## src/rtl/key_sw_io_responder_pkg.sv

```systemverilog
`default_nettype none
// ============================================================================
//  Module   : io_map_pkg
//  Desc     : Shared I/O address map and register decode for the data bus.
//  Revision : 1.0  initial release
// ============================================================================
package io_map_pkg;

    localparam logic [15:0] IO_KDATA   = 16'hFFF0;
    localparam logic [15:0] IO_SDATA   = 16'hFFF2;
    localparam logic [15:0] IO_KCTRL   = 16'hFFF4;
    localparam logic [15:0] IO_KEVT    = 16'hFFF6;
    localparam logic [15:0] IO_LEDR    = 16'hFFF8;
    localparam logic [15:0] IO_LEDG    = 16'hFFFA;
    localparam logic [15:0] IO_HEX     = 16'hFFFC;
    localparam logic [15:0] IO_DEFAULT = 16'hDEAD;

    typedef enum logic [2:0] {
        SEL_NONE  = 3'd0,
        SEL_KDATA = 3'd1,
        SEL_SDATA = 3'd2,
        SEL_KCTRL = 3'd3,
        SEL_KEVT  = 3'd4
    } io_sel_e;

    typedef struct packed {
        logic       ovr;
        logic [3:0] evt;
    } kevt_t;

    function automatic io_sel_e io_decode(input logic [15:0] addr);
        io_sel_e sel;
        case (addr)
            IO_KDATA: sel = SEL_KDATA;
            IO_SDATA: sel = SEL_SDATA;
            IO_KCTRL: sel = SEL_KCTRL;
            IO_KEVT:  sel = SEL_KEVT;
            default:  sel = SEL_NONE;
        endcase
        return sel;
    endfunction

endpackage
`default_nettype wire

```

## src/rtl/key_sw_io_responder_if.sv

```systemverilog
`default_nettype none
// ============================================================================
//  Module   : key_sw_io_responder_if
//  Desc     : CPU data-memory read/write path towards the I/O responder.
//  Revision : 1.0  initial release
// ============================================================================
interface key_sw_io_responder_if #(
    parameter int DBITS = 16
);
    logic [DBITS-1:0] ADDR;
    logic             RE;
    logic             WE;
    logic [DBITS-1:0] DIN;
    logic             HIT;
    logic [DBITS-1:0] DOUT;

    modport master (output ADDR, RE, WE, DIN, input  HIT, DOUT);
    modport slave  (input  ADDR, RE, WE, DIN, output HIT, DOUT);
endinterface
`default_nettype wire

```

## src/rtl/key_sw_io_responder_debouncer.sv

```systemverilog
`default_nettype none
// ============================================================================
//  Module   : io_debouncer
//  Desc     : 2-flop synchroniser plus tick-sampled history filter per bit.
//  Revision : 1.0  initial release
// ============================================================================
module io_debouncer #(
    parameter int               WIDTH    = 4,
    parameter int               DB_DEPTH = 3,
    parameter logic [WIDTH-1:0] RST_VAL  = '0
) (
    input  wire logic             clk_i,
    input  wire logic             rst_ni,
    input  wire logic             tick_i,
    input  wire logic [WIDTH-1:0] raw_i,
    output logic      [WIDTH-1:0] db_o,
    output logic      [WIDTH-1:0] rise_o,
    output logic      [WIDTH-1:0] fall_o
);

    logic [WIDTH-1:0] sync1_q;
    logic [WIDTH-1:0] sync2_q;
    logic [WIDTH-1:0] db_q;
    logic [WIDTH-1:0] db_d;
    logic [WIDTH-1:0] hist_q [DB_DEPTH];
    logic [WIDTH-1:0] hist_d [DB_DEPTH];
    logic [WIDTH-1:0] all_hi;
    logic [WIDTH-1:0] all_lo;

    // The filter looks at the history including the sample taken this tick,
    // so the debounced bit moves on the same edge the last agreeing sample lands.
    always_comb begin
        for (int k = 0; k < DB_DEPTH; k++) begin
            hist_d[k] = hist_q[k];
        end
        db_d   = db_q;
        all_hi = '1;
        all_lo = '1;
        if (tick_i) begin
            hist_d[0] = sync2_q;
            for (int k = 1; k < DB_DEPTH; k++) begin
                hist_d[k] = hist_q[k-1];
            end
            for (int k = 0; k < DB_DEPTH; k++) begin
                all_hi = all_hi & hist_d[k];
                all_lo = all_lo & ~hist_d[k];
            end
            db_d = (db_q | all_hi) & ~all_lo;
        end
    end

    always_ff @(posedge clk_i or negedge rst_ni) begin
        if (!rst_ni) begin
            sync1_q <= RST_VAL;
            sync2_q <= RST_VAL;
            db_q    <= RST_VAL;
            for (int k = 0; k < DB_DEPTH; k++) begin
                hist_q[k] <= RST_VAL;
            end
        end else begin
            sync1_q <= raw_i;
            sync2_q <= sync1_q;
            db_q    <= db_d;
            for (int k = 0; k < DB_DEPTH; k++) begin
                hist_q[k] <= hist_d[k];
            end
        end
    end

    assign db_o   = db_q;
    assign rise_o = ~db_q & db_d;
    assign fall_o = db_q & ~db_d;

endmodule
`default_nettype wire

```

## src/rtl/key_sw_io_responder.sv

```systemverilog
`default_nettype none
// ============================================================================
//  Module   : key_sw_io_responder
//  Desc     : Memory-mapped KEY/SW responder with debouncing and sticky events.
//  Revision : 1.0  initial release
// ============================================================================
module key_sw_io_responder
    import io_map_pkg::*;
#(
    parameter int DBITS    = 16,
    parameter int DB_TICK  = 50000,
    parameter int DB_DEPTH = 3
) (
    input  wire logic            CLK,
    input  wire logic            RESET_N,
    input  wire logic [3:0]      KEY,
    input  wire logic [9:0]      SW,
    key_sw_io_responder_if.slave bus
);

    localparam int PW = (DB_TICK > 1) ? $clog2(DB_TICK) : 1;

    logic [PW-1:0] presc_q;
    logic [PW-1:0] presc_d;
    logic          tick;

    logic [3:0]    key_db;
    logic [3:0]    key_rise;
    logic [3:0]    key_fall;
    logic [9:0]    sw_db;
    logic [9:0]    sw_rise_unused;
    logic [9:0]    sw_fall_unused;

    logic          kctrl_q;
    logic          kctrl_d;
    kevt_t         kevt_q;
    kevt_t         kevt_d;

    io_sel_e       sel;
    logic          upper_ok;
    logic [3:0]    qual;
    logic          clr;
    logic          din_unused;

    // Shared debounce prescaler
    always_comb begin
        tick    = (presc_q == PW'(DB_TICK - 1));
        presc_d = tick ? '0 : presc_q + PW'(1);
    end

    always_ff @(posedge CLK or negedge RESET_N) begin
        if (!RESET_N) begin
            presc_q <= '0;
        end else begin
            presc_q <= presc_d;
        end
    end

    io_debouncer #(
        .WIDTH    (4),
        .DB_DEPTH (DB_DEPTH),
        .RST_VAL  (4'hF)
    ) u_key_db (
        .clk_i  (CLK),
        .rst_ni (RESET_N),
        .tick_i (tick),
        .raw_i  (KEY),
        .db_o   (key_db),
        .rise_o (key_rise),
        .fall_o (key_fall)
    );

    io_debouncer #(
        .WIDTH    (10),
        .DB_DEPTH (DB_DEPTH),
        .RST_VAL  (10'h000)
    ) u_sw_db (
        .clk_i  (CLK),
        .rst_ni (RESET_N),
        .tick_i (tick),
        .raw_i  (SW),
        .db_o   (sw_db),
        .rise_o (sw_rise_unused),
        .fall_o (sw_fall_unused)
    );

    // Wider buses must carry zeros above bit 15 to hit the map.
    generate
        if (DBITS > 16) begin : g_wide_addr
            assign upper_ok = ~|bus.ADDR[DBITS-1:16];
        end else begin : g_narrow_addr
            assign upper_ok = 1'b1;
        end
    endgenerate

    assign din_unused = ^bus.DIN[DBITS-1:1];

    always_comb begin
        sel = upper_ok ? io_decode(16'(bus.ADDR)) : SEL_NONE;
    end

    // A fresh edge overrides a same-cycle clear; OVR only accumulates otherwise.
    always_comb begin
        qual    = key_fall | (key_rise & {4{kctrl_q}});
        clr     = bus.RE && (sel == SEL_KEVT);
        kctrl_d = kctrl_q;
        if (bus.WE && (sel == SEL_KCTRL)) begin
            kctrl_d = bus.DIN[0];
        end
        kevt_d.evt = (clr ? 4'h0 : kevt_q.evt) | qual;
        kevt_d.ovr = clr ? 1'b0 : (kevt_q.ovr | (|(qual & kevt_q.evt)));
    end

    always_ff @(posedge CLK or negedge RESET_N) begin
        if (!RESET_N) begin
            kctrl_q <= 1'b0;
            kevt_q  <= '0;
        end else begin
            kctrl_q <= kctrl_d;
            kevt_q  <= kevt_d;
        end
    end

    always_comb begin
        bus.HIT = (sel != SEL_NONE);
        case (sel)
            SEL_KDATA: bus.DOUT = DBITS'(key_db);
            SEL_SDATA: bus.DOUT = DBITS'(sw_db);
            SEL_KCTRL: bus.DOUT = DBITS'(kctrl_q);
            SEL_KEVT:  bus.DOUT = DBITS'(kevt_q);
            default:   bus.DOUT = DBITS'(IO_DEFAULT);
        endcase
    end

endmodule
`default_nettype wire

```

## src/flat_wrapper.sv

```systemverilog
// flat-port wrapper written by rule: the top's interface ports become plain ports
module key_sw_io_responder_flat import io_map_pkg::*;
#(
    parameter int DBITS    = 16,
    parameter int DB_TICK  = 50000,
    parameter int DB_DEPTH = 3
)
  (CLK, RESET_N, KEY, SW, bus_ADDR, bus_RE, bus_WE, bus_DIN, bus_HIT, bus_DOUT);
  key_sw_io_responder_if #(.DBITS(DBITS)) bus_i ();
  input  wire logic CLK;
  input  wire logic RESET_N;
  input  wire logic [3:0] KEY;
  input  wire logic [9:0] SW;
  input wire logic [$bits(bus_i.ADDR)-1:0] bus_ADDR;
  input wire logic [$bits(bus_i.RE)-1:0] bus_RE;
  input wire logic [$bits(bus_i.WE)-1:0] bus_WE;
  input wire logic [$bits(bus_i.DIN)-1:0] bus_DIN;
  output wire logic [$bits(bus_i.HIT)-1:0] bus_HIT;
  output wire logic [$bits(bus_i.DOUT)-1:0] bus_DOUT;
  assign bus_i.ADDR = bus_ADDR;
  assign bus_i.RE = bus_RE;
  assign bus_i.WE = bus_WE;
  assign bus_i.DIN = bus_DIN;
  assign bus_HIT = bus_i.HIT;
  assign bus_DOUT = bus_i.DOUT;
  key_sw_io_responder #(.DBITS(DBITS), .DB_TICK(DB_TICK), .DB_DEPTH(DB_DEPTH)) u_core (.CLK(CLK), .RESET_N(RESET_N), .KEY(KEY), .SW(SW), .bus(bus_i));
endmodule
```

## config.mk

```make
export PLATFORM = sky130hd
export DESIGN_NAME = key_sw_io_responder_flat
export DESIGN_NICKNAME = d
export VERILOG_FILES = /design/src/rtl/key_sw_io_responder_pkg.sv /design/src/rtl/key_sw_io_responder_if.sv /design/src/rtl/key_sw_io_responder_debouncer.sv /design/src/rtl/key_sw_io_responder.sv /design/src/flat_wrapper.sv
export SDC_FILE = /design/constraint.sdc
export NUM_CORES = 1
export LEC_CHECK = 0
export BUFFER_PORTS_ARGS = -buffer_cell sky130_fd_sc_hd__clkbuf_2
export CORE_ASPECT_RATIO = 0.75
export CORE_UTILIZATION = 54
export DETAILED_ROUTE_END_ITERATION = 10
export GPL_TIMING_DRIVEN = 0
export PLACE_DENSITY = 0.75
export SYNTH_ARGS = -nofsm -noshare
export SYNTH_HDL_FRONTEND = slang
export SYNTH_SLANG_ARGS = --single-unit
```

## constraint.sdc

```tcl
create_clock -name CLK -period 2.5 [get_ports CLK]
set_input_delay 0.25 -clock CLK [delete_from_list [all_inputs] [get_ports CLK]]
set_output_delay 0.25 -clock CLK [all_outputs]
set_load 0.02 [all_outputs]
```

=== Word level (Yosys, flattened, before mapping) ===
Cells that the tools add are included.

* Bits in registers: 92
* Word-level logic and storage cells: 63
* Latch bits: 0
* Bits in writable memories: 0
* ROM bits: 0
* Output and inout port bits: 17
* Bits of input ports: 50
* Memories: 0

* $mul: 0
* Equality and inequality tests: 9
* Div/mod/pow operators: 0
* Shift operators: 0
* Reductions and logical operators: 4
* Magnitude comparators: 0
* Muxes and demuxes: 6
* Bitwise gates (word level): 29
* Add/subtract/negate cells: 1

{| class="wikitable"
|+ Operator list
! cell !! number
|-
| $eq A16 B16 Y1 const B || 5
|-
| $pmux W16 S4 || 1
|-
| $and A10 B10 Y10 || 5
|-
| $not A10 Y10 || 4
|-
| $and A4 B4 Y4 || 9
|-
| $not A4 Y4 || 6
|-
| $add A16 B1 Y16 const B || 1
|-
| $mux W16 || 1
|-
| $or A4 B4 Y4 || 3
|-
| $pmux W3 S4 || 1
|-
| $or A10 B10 Y10 || 1
|-
| $mux W4 || 2
|-
| $eq A3 B2 Y1 const B || 2
|-
| $reduce_or A4 Y1 || 1
|-
| $eq A3 B1 Y1 const B || 1
|-
| $eq A3 B3 Y1 const B || 1
|-
| $reduce_bool A3 Y1 || 1
|-
| $logic_and A1 B1 Y1 || 2
|-
| $mux W1 || 1
|-
| $or A1 B1 Y1 || 1
|}

=== Logic depth before layout (Yosys ltp) ===
Gate-level depths: netlist (run 1).

* Word-level depth: 13
* Mapped depth: 7
* Mapped depth without buffers: 5

=== Cells and area by module ===
A second synthesis (run 1) with hierarchy kept.

* Cell total of the unflattened synthesis: 330
* Area, all modules: 4166.5 um2

{| class="wikitable"
|+ Modules (own cells, without submodules)
! module !! sequential area each (um2) !! times used !! cells each !! area each (um2)
|-
| io_debouncer at u_core.u_sw_db || 1251.2 || 1 || 144 || 1989.4
|-
| key_sw_io_responder || 550.5 || 1 || 128 || 1317.5
|-
| io_debouncer at u_core.u_key_db || 525.5 || 1 || 58 || 859.6
|}

=== Least setup slack after synthesis (run 1) ===
OpenSTA, ideal clock, no wires.

* Kind: input-to-reg
* Start point: input port bus_ADDR[0]
* End point: register u_core.kctrl_q
* Data arrival time: 1.842 ns
* Setup time: 0.125 ns
* Setup slack: 0.534 ns
* Cell stages on the path: 5
* Required time: 2.375 ns
* Buffers on the path: 0
* Cell sequence: or2_4 -> nor4_4 -> inv_2 -> nor3_2 -> mux2_2

* Word-level cells in the longest chain between the ends: 4
* Elaborated cells between the ends (all ways): 7
* Those cells by class: 5 x eq/ne; 1 x mux; 1 x reduce/logical

{| class="wikitable"
|+ Ends and longest elaborated chain
! element !! line !! text
|-
| start: declaration || flat_wrapper.sv:14 || <nowiki>input wire logic [$bits(bus_i.ADDR)-1:0] bus_ADDR;</nowiki>
|-
| $eq A16 B16 Y1 || key_sw_io_responder_pkg.sv:33 || <nowiki>case (addr)</nowiki>
|-
| $pmux W3 S4 * || key_sw_io_responder_pkg.sv:33 ||
|-
| $eq A3 B2 Y1 * || key_sw_io_responder.sv:107 || <nowiki>if (bus.WE && (sel == SEL_KCTRL)) begin</nowiki>
|-
| $logic_and A1 B1 Y1 * || key_sw_io_responder.sv:107 ||
|-
| end signal: assignment || key_sw_io_responder.sv:119 || <nowiki>kctrl_q <= kctrl_d;</nowiki>
|-
| end: declaration || key_sw_io_responder.sv:34 || <nowiki>logic kctrl_q;</nowiki>
|}

Every way passes the cells marked *; elsewhere a longest branch is shown, timed or not.
A chain may end at the register's enable or synchronous reset.

=== Worst setup path after layout (run 1) ===
* Start point: input port bus_ADDR[0]
* End point: output port bus_DOUT[2]

* Word-level cells in the longest chain between the ends: 4
* Elaborated cells between the ends (all ways): 10
* Those cells by class: 8 x eq/ne; 2 x mux

{| class="wikitable"
|+ Ends and longest elaborated chain
! element !! line !! text
|-
| $eq A16 B16 Y1 || key_sw_io_responder_pkg.sv:33 ||
|-
| $pmux W3 S4 * || key_sw_io_responder_pkg.sv:33 ||
|-
| $eq A3 B3 Y1 (tied with other cells) || key_sw_io_responder.sv:126 || <nowiki>case (sel)</nowiki>
|-
| $pmux W16 S4 * || key_sw_io_responder.sv:126 ||
|-
| end: declaration || flat_wrapper.sv:19 || <nowiki>output wire logic [$bits(bus_i.DOUT)-1:0] bus_DOUT;</nowiki>
|}

Marks and branches as above.

==> results of run 1 <==
## how the worst max path moves through the flow
stage                                                to  slack [ns]   startpoint  depth (start not counted)
floorplan                    u_core.kctrl_q$_DFFE_PN0P_        0.53  bus_ADDR[0]                          5
global placement    u_core.u_sw_db.sync1_q[5]$_DFF_PN0_        0.14      RESET_N                          1
detailed placement                          bus_DOUT[2]        0.32  bus_ADDR[0]                          6
CTS                                         bus_DOUT[2]        0.30  bus_ADDR[0]                          6
global route                                bus_DOUT[2]        0.27  bus_ADDR[0]                          6
finish                                      bus_DOUT[2]        0.35  bus_ADDR[0]                          6
## cells in the mapped netlist, drive strengths merged
cell type and number:
nand3 9, ha 1, o221a 1, and2 3, o21ai 30, nor2 13
and4 1, a22oi 2, nor4 3, dfstp 20, clkbuf 7, a221o 2
o31ai 15, mux2 5, or2 2, or3b 1, xnor2 7, nand4 10
mux4 1, or4 1, nand2 62, or2b 1, xor2 5, nor4bb 1
mux2i 1, nor4b 3, and4b 2, and3 5, o211ai 1, dfrtp 72
a31oi 14, inv 19, nor3 4, a32oi 1, o2bb2ai 4, a21oi 4
buf 10, conb 1, nor2b 3
## worst max-delay path, stage by stage
cell and delay (ns):
clkbuf_2 0.08, or2_4 0.24, nor4_4 0.62, inv_2 0.20, a221o_2 0.35, clkbuf_2 0.16
## registers in the layout (all words and copies together), names as in the netlist, 5 cells and up
register	cells
u_core.kevt_q	5
u_core.presc_q	16
u_core.u_key_db.hist_q	8
u_core.u_sw_db.db_o	10
u_core.u_sw_db.hist_q	20
u_core.u_sw_db.sync1_q	10
u_core.u_sw_db.sync2_q	10
## power groups by stage
stage / logic, mW / clock network [mW] / registers, mW
finish: 0.104 / 0.987 / 1.52
global route: 0.117 / 1.08 / 1.53
CTS: 0.106 / 1.02 / 1.52
detailed placement: 0.0872 / 0 / 1.55
global placement: 0.0803 / 0 / 1.55
floorplan: 0.0235 / 0 / 1.55
## stage by stage
step / util / instances
finish: 0.665 / 511
floorplan: - / 347
global placement: 0.609 / 479
CTS: 0.665 / 511
detailed placement: 0.613 / 480
global route: 0.665 / 511
## final cells by class
| class | instances | share of cell area |
|---|---|---|
| plain buffers | 17 | 0.0197 |
| flip-flops and latches | 92 | 0.515 |
| multi-input cells | 219 | 0.289 |
| repair buffers | 64 | 0.0930 |
| clock buffers | 10 | 0.0304 |
| inverters | 19 | 0.0158 |
| clock inverters | 6 | 0.0144 |
| well taps | 84 | 0.0232 |
## metal layers
metal | routed length, um | up-vias | share of wire
met5 | 0 | - | 0
met4 | 59 | 0 | 0.0079
met3 | 350 | 8 | 0.047
met2 | 3480 | 54 | 0.46
met1 | 3600 | 1346 | 0.48
li1 | - | 1360 | -
## kinds of logic (layout without fill, tap and decap cells)
family,after synthesis,after routing,synth area share
muxes,7,7,0.0234
other,1,1,0.000989
buffers and inverters,36,116,0.0422
adders and majority gates,1,1,0.00330
AOI/OAI and AO/OA,74,74,0.124
DFF,92,92,0.614
and+or+nand+nor,124,124,0.165
xor gates and xnor gates,12,12,0.0277
==> run metrics, run 1 <==
period utilization 0.860; Final ANT Viol Nets 0; gr busiest metal met2; first-pass iteration count of the detailed router 4; critical path fanouts, max 10; initial drt markers 123; Die X about 100 um; max_cap viols 0; Overflow after GRT 0; Worst Hold Margin around 0.11 ns; clk_lat worst skew approximately 0.37 ns; path category of the worst min-delay check input pin to flip-flop; post-DP HPWL around 5000 um; pin count of the biggest net entering global routing between 40 and 50; first-pass GRT wire length 12000 um; Reg area approximately 2300 um2; critical path endpoint category primary output; WL per Instance 14.7 um; Worst Reg-to-Reg Cells 5; commonest non-fill, non-tap cells in the layout dfrtp_1 (72), nand2_1 (62), clkbuf_2 (47), o21ai_0 (30), dfstp_2 (20); GR Util met1 0.290; I/O Buffers 48; relative slew slack 0.566; top-level port count 67; Multi-input gate area 1310 um2; ranking of synthesized cells by area dfrtp_1 (48%), dfstp_2 (14%), nand2_1 (6.1%); fin crit period approximately 2.2 ns; clock slew at reported path FFs 0.09 ns; Clock Power Share 0.377; RD Place Congestion ~0.86; PnR worst setup slack between 0.3 and 0.4 ns; Core Area 6800 um2; # rows 26; Post-CTS Setup Inserts 0; endpoints failing setup 0; Area Growth Syn to Fin 19.2%; Seq/Total Area, Yosys 0.614; WP data required 2.25 ns; M3 GR Usage 0.0761; P_int around 2.0 mW; r2r startpoint u_core.presc_q[5]$_DFF_PN0_; peak supply drop 0.383 mV; post-synth net total between 300 and 400; post-synthesis cell count 347; worst slew pin tran approximately 0.65 ns; top cell type's share of synthesized area 0.475; final hold vios 0; worst path arrival time around 1.9 ns; layout cells sized above 1 0.265; CTS root buf clkbuf_8; Yosys cell types between 40 and 50; Layout Nets about 470; flop2flop setup slack approximately 0.52 ns; Cell Area, Placed roughly 4200 um2; Fmax achieved roughly 0.47 GHz; RSZ-0062 raised after global routing false; Pwr Total 2.62 mW; diode count 0; CTS max path bufs 2; hold endpoint u_core.kctrl_q$_DFFE_PN0P_; post-cts sizing count 0; reg2reg end u_core.u_sw_db.db_o[6]$_DFFE_PN0N_; area leader, netlist dfrtp_1; synth warn 0; post-synthesis average cell area around 11 um2; clock sinks between 90 and 100; drt drc 0; met2 usage 0.357; Layout fillers approximately 560; Starting Density 0.558; final wirelength between 7000 and 8000 um; Hold Path Cell Cnt 2; initial antenna violation count 0; cell area after layout 4520 um2; P_sw ~0.63 mW; vias post-DR 2768; class of the most critical setup path input pin to primary output; P_leak 2.09 nW; GRT Total Usage 0.222; cts bufs inserted 9; Via density 5.42; number of global-route vias before repair 2567; switching share of power 0.242; synthesized cell area about 3800 um2; CTS hold repair buffers 15; min-delay src bus_DIN[0]; setup TNS 0 ns; sequential share of power 0.583; Synth Register Bits between 90 and 100; outcome finished clean; most common cell after layout, fill and taps aside dfrtp_1; Cell Pwr Density slightly below 600 nW/um2; combinational power share 0.040; H-tree levels 3; kind of start point of the critical path input pin; fin. max-slew vios 0; CTS tree done; final clock skew 0.0169 ns; dpl ws 0.316 ns; die span in y 74.6 um; Die Footprint 7370 um2
No activity file was read; power rests on OpenSTA's default activity.
==> run 2, diff against run 1 <==
--- a/config.mk
+++ b/config.mk
@@ -10,7 +10,8 @@
 export CORE_UTILIZATION = 54
 export DETAILED_ROUTE_END_ITERATION = 10
 export GPL_TIMING_DRIVEN = 0
-export PLACE_DENSITY = 0.75
+export PLACE_DENSITY_LB_ADDON = 0.15
 export SYNTH_ARGS = -nofsm -noshare
 export SYNTH_HDL_FRONTEND = slang
+export SYNTH_HIERARCHICAL = 1
 export SYNTH_SLANG_ARGS = --single-unit
==> run metrics, run 2 <==
pin count of the biggest net entering global routing 54 (+10%); synth warn 6 (+6); relative slew slack 0.513 (-0.0532); max_cap viols 0 (unchanged); path category of the worst min-delay check input pin to flip-flop; die span in y 76.5 um (+2.6%); endpoints failing setup 0 (unchanged); Final ANT Viol Nets 0 (unchanged); crit-path cells or3_4, nor4_4, nor3b_4, buf_4, buf_4, buf_4, mux2_2; first-pass GRT wire length 11600 um (-3.3%); commonest non-fill, non-tap cells in the layout dfrtp_1 (72), clkbuf_2 (49), mux2_2 (24), dfstp_2 (20), nand4_1 (18); cts bufs inserted 9 (unchanged); post-synth net total 360 (-9.5%); post-synthesis cell count 309 (-11%); final hold vios 0 (unchanged); synthesized cell area 3990 um2 (+5.3%); diode count 0 (unchanged); drt drc 0 (unchanged); Layout Nets 445 (-5.9%); clk_lat worst skew 0.37 ns (about the same); Core Area 6990 um2 (+2.9%); Overflow after GRT 0 (unchanged); Worst Hold Margin 0.103 ns (-0.00685 ns); layout cells sized above 1 0.388 (+0.124); worst path bufs/invs 3 (unchanged); WL per Instance 14.0 um (-4.7%); Cell Count Post-Placement 458 (-4.6%); I/O Buffers 50 (+4.2%); Top Registers u_core/u_sw_db/hist_q (20), u_core/presc_q (16); WP data required 2.75 ns (+0.50 ns); most common cell after layout, fill and taps aside dfrtp_1; # rows 26 (unchanged); Fmax achieved 0.419 GHz (-9.9%); Via density 5.22 (-3.6%); worst path arrival time 2.64 ns (+0.74 ns); P_leak 2.26 nW (+8.4%); post-DP HPWL 4740 um (-6.8%); Area Growth Syn to Fin 21.3%; top-level port count 67 (unchanged); fin crit period 2.39 ns (+0.236 ns); Cell Pwr Density 562 nW/um2 (-2.9%); first-pass iteration count of the detailed router 5 (+1); max FFs per register 20 (unchanged); Die X 101 um (+2.6%); Worst path most repeated cell buf_4; setup TNS 0 ns (unchanged); Layout fillers 520 (-6.3%); Worst path top cell family by delay simple AND/OR/NAND/NOR gates; critical path's slowest cell dfrtp_1; initial antenna violation count 0 (unchanged); number of global-route vias before repair 2553 (-0.55%); H-tree levels 3 (unchanged); clock slew at reported path FFs 0.09 ns (about the same); CTS tree done; kind of start point of the critical path flip-flop; peak supply drop 0.382 mV (-0.18%); post-synthesis average cell area 12.9 um2 (+18%); GRT Total Usage 0.199 (-0.0225); Max stage delay on crit path 0.41 ns (-0.21 ns); CTS root buf clkbuf_8; Starting Density 0.571 (+0.0132); clock sinks 92 (unchanged); Die Footprint 7750 um2 (+5.2%); worst slew pin tran 0.731 ns (+0.0846 ns); fin util 0.693 (+0.0278); class of the most critical setup path flip-flop to flip-flop; RD Place Congestion 0.771 (-10%); critical path endpoint category flip-flop; period utilization 0.954 (+0.0943); Pwr Total 2.72 mW (+4.0%); outcome finished clean; final wirelength 6940 um (-7.3%); CTS max path bufs 2 (unchanged); Post-Layout Cell Count 497 (-2.7%); critical path fanouts, max 12 (+2); vias post-DR 2595 (-6.3%); fin. max-slew vios 0 (unchanged); largest reg by FF count u_core/u_sw_db/hist_q; final clock skew 0.0136 ns (-0.00338 ns); initial drt markers 52 (-58%)
## run 2: cell count changes in the layout (fill, tap and decap cells not counted), moves of 8 or more
cell / before / now
a21o_1: 0 / 8
nand2_1: 62 / 12
o31ai_1: 15 / 1
nand4_1: 10 / 18
mux2_2: 5 / 24
o211ai_1: 1 / 14
o21ai_0: 30 / 13
a31oi_1: 14 / 3
buf_4: 5 / 16
and2b_1: 0 / 9
## run 2: cell type report
class | count | area (um2) | share of cell area
clock buffer | 10 | 128 | 0.0263
inverter | 14 | 52.6 | 0.0108
buffer | 15 | 126 | 0.0261
multi-input combinational | 188 | 1510 | 0.312
timing repair buffer | 74 | 483 | 0.0997
sequential | 92 | 2330 | 0.480
clock inverter | 6 | 95.1 | 0.0196
tap | 98 | 123 | 0.0253
## run 2: routing by layer
metal | track usage | vias up | share of wire
li1 | - | 1272 | -
met1 | 0.265 | 1264 | 0.49
met2 | 0.308 | 51 | 0.46
met3 | 0.0615 | 8 | 0.042
met4 | 0.0725 | 0 | 0.012
met5 | 0 | - | 0
## run 2: metrics by stage
step | area [um2] | worst slack [ns]
final | 4840 | 0.114
after detailed placement | 4390 | -0.214
after global placement | 4370 | -0.156
after CTS | 4770 | 0.106
after floorplan | 3990 | 0.166
after global routing | 4840 | -0.000270
## run 2: path summary, 6_finish.rpt
kind,startpoint,to,slack [ns],cells after the start
worst max-delay path,u_core/presc_q[11]$_DFF_PN0_,u_core/u_sw_db/hist_q[28]$_DFFE_PN0P_,0.11,7
worst min-delay path,bus_DIN[0],u_core/kctrl_q$_DFFE_PN0P_,0.10,2
worst max register to register,u_core/presc_q[11]$_DFF_PN0_,u_core/u_sw_db/hist_q[28]$_DFFE_PN0P_,0.11,7
worst min register to register,u_core/u_sw_db/sync1_q[2]$_DFF_PN0_,u_core/u_sw_db/sync2_q[2]$_DFF_PN0_,0.35,0
max in group asynchronous,RESET_N,u_core/u_key_db/hist_q[4]$_DFFE_PN1P_,1.28,3
min in group asynchronous,RESET_N,u_core/kevt_q[4]$_DFF_PN0_,0.50,2
## run 2: where the power goes
group / total, mW / internal (mW) / switching, mW
Clock: 1.10 / 0.573 / 0.527
Combinational: 0.0914 / 0.0440 / 0.0474
Sequential: 1.53 / 1.52 / 0.0132
Total: 2.72 / 2.13 / 0.587
## run 2: what timing repair did
action | 4_1_cts | 5_1_grt
resized for setup | 0 | 4
pin swaps | 0 | 5
endpoints found under the setup margin | 4 | 1
setup buffers | 1 | 7
gates cloned | 0 | 0
endpoints found under the hold margin | 57 | 0
hold buffers | 15 | 0
